$ cat src/rtl/serial_pkg.sv
`default_nettype none
// ============================================================================
//  Module      : serial_pkg
//  Description : Types and constants shared by the serial shift-register
//                transmitter and the serial word receiver.
//                  rx_state_t        receiver FSM states
//                  DIR_LSB_FIRST     bit order code for right-shift senders
//                  DIR_MSB_FIRST     bit order code for left-shift senders
//                  SER_WIDTH_DEFAULT default serial word width
//  Revision    : 1.0  initial release
// ============================================================================
package serial_pkg;

    typedef enum logic [1:0] {
        IDLE  = 2'd0,
        SHIFT = 2'd1,
        PAR   = 2'd2
    } rx_state_t;

    localparam logic DIR_LSB_FIRST     = 1'b0;
    localparam logic DIR_MSB_FIRST     = 1'b1;
    localparam int   SER_WIDTH_DEFAULT = 8;

endpackage : serial_pkg
`default_nettype wire

$ cat src/rtl/serial_bit_counter.sv
`default_nettype none
// ============================================================================
//  Module      : serial_bit_counter
//  Description : Bit position counter for the serial word receiver.
//                The clear acts before the increment, so clr&inc loads 1
//                (used when a frame_start bit is counted as bit 0).
//  Ports       : clk    rising-edge clock
//                rst_n  asynchronous active-low reset
//                clr    return count to zero (before increment)
//                inc    add one to the count
//                tc     count equals WIDTH-1 (next data bit is the last)
//  Revision    : 1.0  initial release
// ============================================================================
module serial_bit_counter #(
    parameter int WIDTH = 8
) (
    input  logic clk,
    input  logic rst_n,
    input  logic clr,
    input  logic inc,
    output logic tc
);

    localparam int                 c_CNT_W  = $clog2(WIDTH + 1);
    localparam logic [c_CNT_W-1:0] c_TC_VAL = c_CNT_W'(WIDTH - 1);

    logic [c_CNT_W-1:0] r_cnt;

    always_ff @(posedge clk or negedge rst_n) begin
        if (!rst_n) begin
            r_cnt <= '0;
        end else if (clr || inc) begin
            r_cnt <= (clr ? '0 : r_cnt) + {{(c_CNT_W-1){1'b0}}, inc};
        end
    end

    assign tc = (r_cnt == c_TC_VAL);

endmodule : serial_bit_counter
`default_nettype wire

$ cat src/rtl/serial_word_receiver.sv
`default_nettype none
// ============================================================================
//  Module      : serial_word_receiver
//  Description : Collects WIDTH serial bits (one per ser_valid cycle) into a
//                parallel word, LSB-first or MSB-first per frame, and holds
//                the completed word behind a valid/ready handshake.
//                Optional feature macro: SERIAL_RX_PARITY_EN (one trailing
//                even-parity bit per frame, checked into parity_err).
//  Ports       : clk, rst_n           clock, async active-low reset
//                ser_in, ser_valid    serial bit and its qualifier
//                frame_start          this qualified bit is bit 0 of a frame
//                dir                  0 LSB-first, 1 MSB-first (at frame_start)
//                data_out, out_valid  held word and its valid flag
//                out_ready            consumer accepts the held word
//                busy                 frame partially received
//                overrun              pulse: completed word dropped
//                frame_abort          pulse: partial frame restarted
//                parity_err           parity result of data_out
//  Revision    : 1.0  initial release
// ============================================================================
module serial_word_receiver
    import serial_pkg::*;
#(
    parameter int WIDTH = SER_WIDTH_DEFAULT
) (
    input  logic             clk,
    input  logic             rst_n,
    input  logic             ser_in,
    input  logic             ser_valid,
    input  logic             frame_start,
    input  logic             dir,
    output logic [WIDTH-1:0] data_out,
    output logic             out_valid,
    input  logic             out_ready,
    output logic             busy,
    output logic             overrun,
    output logic             frame_abort,
    output logic             parity_err
);

    rx_state_t        r_state;
    logic             r_dir;
    logic [WIDTH-1:0] r_sr;

    logic             w_start;
    logic             w_data_bit;
    logic             w_tc;
    logic             w_complete;
    logic [WIDTH-1:0] w_word;
    logic [WIDTH-1:0] w_sr_next;

    assign w_start    = ser_valid & frame_start;
    assign w_data_bit = ser_valid & ~frame_start & (r_state == SHIFT);

    // Bit 0 of a frame starts from a clean register so a restarted frame
    // can never inherit bits of the aborted one.
    always_comb begin
        w_sr_next = r_sr;
        if (w_start) begin
            if (dir == DIR_MSB_FIRST) begin
                w_sr_next = {{(WIDTH-1){1'b0}}, ser_in};
            end else begin
                w_sr_next = {ser_in, {(WIDTH-1){1'b0}}};
            end
        end else if (r_dir == DIR_MSB_FIRST) begin
            w_sr_next = {r_sr[WIDTH-2:0], ser_in};
        end else begin
            w_sr_next = {ser_in, r_sr[WIDTH-1:1]};
        end
    end

`ifdef SERIAL_RX_PARITY_EN
    logic w_par;
    // The word is complete in r_sr; the bit arriving in PAR is parity.
    assign w_complete = ser_valid & ~frame_start & (r_state == PAR);
    assign w_word     = r_sr;
    assign w_par      = ^{r_sr, ser_in};
`else
    assign w_complete = w_data_bit & w_tc;
    assign w_word     = w_sr_next;
    assign parity_err = 1'b0;
`endif

    // Count holds at WIDTH-1 on the last data bit; it is cleared when the
    // word completes or reloaded to 1 by a frame_start.
    serial_bit_counter #(
        .WIDTH (WIDTH)
    ) u_bit_counter (
        .clk   (clk),
        .rst_n (rst_n),
        .clr   (w_start | w_complete),
        .inc   (w_start | (w_data_bit & ~w_tc)),
        .tc    (w_tc)
    );

    always_ff @(posedge clk or negedge rst_n) begin
        if (!rst_n) begin
            r_state     <= IDLE;
            r_dir       <= DIR_LSB_FIRST;
            r_sr        <= '0;
            data_out    <= '0;
            out_valid   <= 1'b0;
            overrun     <= 1'b0;
            frame_abort <= 1'b0;
`ifdef SERIAL_RX_PARITY_EN
            parity_err  <= 1'b0;
`endif
        end else begin
            overrun     <= 1'b0;
            frame_abort <= 1'b0;

            if (w_start) begin
                r_dir       <= dir;
                r_sr        <= w_sr_next;
                r_state     <= SHIFT;
                frame_abort <= (r_state != IDLE);
            end else if (w_data_bit) begin
                r_sr <= w_sr_next;
                if (w_tc) begin
`ifdef SERIAL_RX_PARITY_EN
                    r_state <= PAR;
`else
                    r_state <= IDLE;
`endif
                end
            end else if (w_complete) begin
                r_state <= IDLE;
            end

            // A consume in the completion cycle frees the holding register
            // in time for the new word (zero-bubble hand-over).
            if (w_complete) begin
                if (!out_valid || out_ready) begin
                    data_out   <= w_word;
                    out_valid  <= 1'b1;
`ifdef SERIAL_RX_PARITY_EN
                    parity_err <= w_par;
`endif
                end else begin
                    overrun <= 1'b1;
                end
            end else if (out_valid && out_ready) begin
                out_valid <= 1'b0;
            end
        end
    end

    assign busy = (r_state != IDLE);

endmodule : serial_word_receiver
`default_nettype wire

$ cat config.mk
export PLATFORM = sky130hd
export DESIGN_NAME = serial_word_receiver
export DESIGN_NICKNAME = d
export VERILOG_FILES = /design/src/rtl/serial_pkg.sv /design/src/rtl/serial_bit_counter.sv /design/src/rtl/serial_word_receiver.sv
export SDC_FILE = /design/constraint.sdc
export NUM_CORES = 1
export LEC_CHECK = 0
export CORE_ASPECT_RATIO = 1.75
export CORE_MARGIN = 2
export CORE_UTILIZATION = 55
export DETAILED_ROUTE_END_ITERATION = 7
export DONT_BUFFER_PORTS = 1
export PLACE_DENSITY = 0.7
export SETUP_SLACK_MARGIN = 0.3
export SYNTH_ARGS = -nofsm -noshare
export SYNTH_HDL_FRONTEND = slang
export SYNTH_SLANG_ARGS = --single-unit
$ cat constraint.sdc
create_clock -name clk -period 3.9 [get_ports clk]
set_input_delay 0.78 -clock clk [delete_from_list [all_inputs] [get_ports clk]]
set_output_delay 0.78 -clock clk [all_outputs]
set_load 0.1 [all_outputs]
==> reports/qor.yml <==
outcome:
  status: "finished, final reports clean"
placement:
  place_area_sq_um: 1230
  dp_slack_ps: 1280
  routabilityCongestion: 0.702
  io_buffers: 0
  hpwl_microns: 1790
sta:
  fmax_mhz: 429
  setup_tns_ps: 0
  setup_ws_ps: 1570
  fin_skew_ps: 4.04
  rsz0062_at_grt: "no"
  fin_crit_ps: 2330
  period_share: 0.598
  slew_headroom: 0.396
  setup_violations: 0
  tightest_slew_ps: 905
  hold_viol_final: 0
  finalMaxSlewViolations: 0
setup_path:
  rrSetupSlack_ps: 1750
  cp-end-kind: "flip-flop"
  startpoint: "frame_start"
  cp-start-kind: "input pin"
  reg2reg_depth: 8
  worstReg2RegStart: "r_state[0]$_DFFE_PN0P_"
  worstReg2RegEnd: "u_bit_counter.r_cnt[2]$_DFFE_PN0P_"
  endpoint: "u_bit_counter.r_cnt[2]$_DFFE_PN0P_"
  cp_max_fo: 15
  required_ps: 4070
  critPathKind: "input pin to flip-flop"
  crit_arrival_ps: 2500
cells_and_area:
  stdcell_area_sq_um: 1280
  n_antenna_cell: 0
  final_nets: 116
  syn_to_final_growth_pct: 1.29
  drive_gt1_frac: 0.170
floorplan:
  die-area_sq_um: 2710
  row_count: 23
  start_util: 0.562
  fp.coreArea_sq_um: 2240
  io_pins: 20
  die_x_microns: 40.2
  die_height_microns: 67.4
grt:
  grt_max_degree: 26
  grt_use_met1: 0.257
  first_global_vias: 854
  grt_pass1_wl_microns: 3820
  grt_usage: 0.210
  grtUsageMet2: 0.353
  antenna_found_initial: 0
  grt.busiest_layer: "met2"
  grt_overflow: 0
  gr-usage-met3: 0.0296
synthesis:
  ys_ff_latch: 25
  synth_area_sq_um: 1260
  synthCells: 111
  ys_async_sr_fraction: 1.00
  synthTopCellsByArea: "dfrtp_1, mux2_4, mux2i_1"
  synth-edff-count: 0
  yosysTopAreaCell: "dfrtp_1"
  synthTopCellsByCount: "dfrtp_1, nor2_1, mux2_4, mux2i_1"
  yosysUniqueCellTypes: 36
  postSynthAreaPerCell_sq_um: 11.4
  post-synth-top-count-cell: "dfrtp_1"
  synth_top_area_share: 0.496
  syn-num-nets: 120
  yosysSeqAreaShare: 0.496
  synth_flop_cell: "dfrtp_1"
  yosysWarnings: 0
detailed_routing:
  routed_wirelength_microns: 2420
  ant_nets: 0
  drc: 0
  viasPerCell: 6.08
  drtIter0Drc: 21
  drtPass1Iterations: 4
  wl_per_cell_microns: 18.5
  vias: 796
cts:
  cts_tree: "yes"
  cts_hold_buf: 0
  post_cts.repair.setup_buffers: 0
  clk_pin_slew_ps: 90
  clock-sinks: 25
  post_cts_resized: 0
  clk_latency_ps: 270
  cts_buffers: 3
  root_buffer: "clkbuf_8"
  htree_num_levels: 1
  clockBufferDepth: 2
pwr:
  peakVddDrop_uv: 370
  power.density_nw_per_um2: 554
  leakagePower_nw: 0.613
  total_power_uw: 709
job:
  maxCapViolCount: 0
worst_hold_path:
  hold_path.class: "input pin to async pin"
[per-layer routing]
| layer | share of wire | vias up |
|---|---|---|
| li1 | - | 379 |
| met1 | 0.38 | 402 |
| met2 | 0.57 | 10 |
| met3 | 0.032 | 5 |
| met4 | 0.019 | 0 |
| met5 | 0 | - |
[how the worst min path moves through the flow]
stage          start  cells after the start  slack, ps                                  to
6_report       rst_n                      0        190                 r_sr[5]$_DFFE_PN0P_
5_1_grt        rst_n                      0        180             data_out[2]$_DFFE_PN0P_
4_1_cts        rst_n                      0        190  u_bit_counter.r_cnt[3]$_DFFE_PN0P_
3_5_place_dp   rst_n                      0        490                   overrun$_DFF_PN0_
3_3_place_gp   rst_n                      0        480                   overrun$_DFF_PN0_
2_1_floorplan  rst_n                      0        480             data_out[0]$_DFFE_PN0P_
[cell families after synthesis]
logic type | after synthesis | synth area share
other | 1 | 0.00297
flip-flops | 25 | 0.496
multiplexers | 17 | 0.166
AND/OR/NAND/NOR | 33 | 0.135
buffers and inverters | 13 | 0.0634
AO/OA/AOI/OAI | 20 | 0.118
adder cells (fa/ha/maj) | 2 | 0.0198
[critical path, cell delays in order]
cell     delay, ps
and3b_1        500
nand2_1        170
and3_1         210
ha_1           190
ha_1           200
o211a_1        130
o31a_1         100
a31o_2         210
[state kept, by name (all words and copies together) (netlist names)]
register,count
overrun,1
data_out,8
r_dir,1
r_sr,8
out_valid,1
r_state,1
frame_abort,1
u_bit_counter.r_cnt,4
[through the flow]
stage               hold slack [ps]  std cells  utilization
detailed placement              485        127        0.549
finish                          193        131        0.570
global placement                485        127        0.549
CTS                             190        131        0.570
floorplan                       480        111            -
global route                    182        131        0.570
[cells in the final DEF (no fill, tap or decap), types with 2 or more instances in the layout]
| cell | instances |
|---|---|
| dfrtp_1 | 25 |
| nor2_1 | 14 |
| mux2i_1 | 7 |
| mux2_4 | 7 |
| nand2_1 | 6 |
| a211oi_1 | 6 |
| and3_1 | 4 |
| a31oi_1 | 3 |
| inv_1 | 3 |
| mux2_2 | 3 |
| clkbuf_8 | 3 |
| ha_1 | 2 |
[power by group]
group	total (mW)	leakage (nW)	switching (mW)	internal, mW
sequential	0.433	0.325	0.134	0.298
clock	0.153	0.0255	0.0817	0.0716
combinational	0.123	0.262	0.0608	0.0624
[cell type report]
class                   count  area, sq um
clock buffers               3         41.3
clock inverters             1         5.00
fillers                   190          966
inverters                   3         11.3
multi-input cells          73          557
flip-flops and latches     25          626
well taps                  25         31.3
repair buffers              1         7.51
Power figures use the tool's default switching activity.
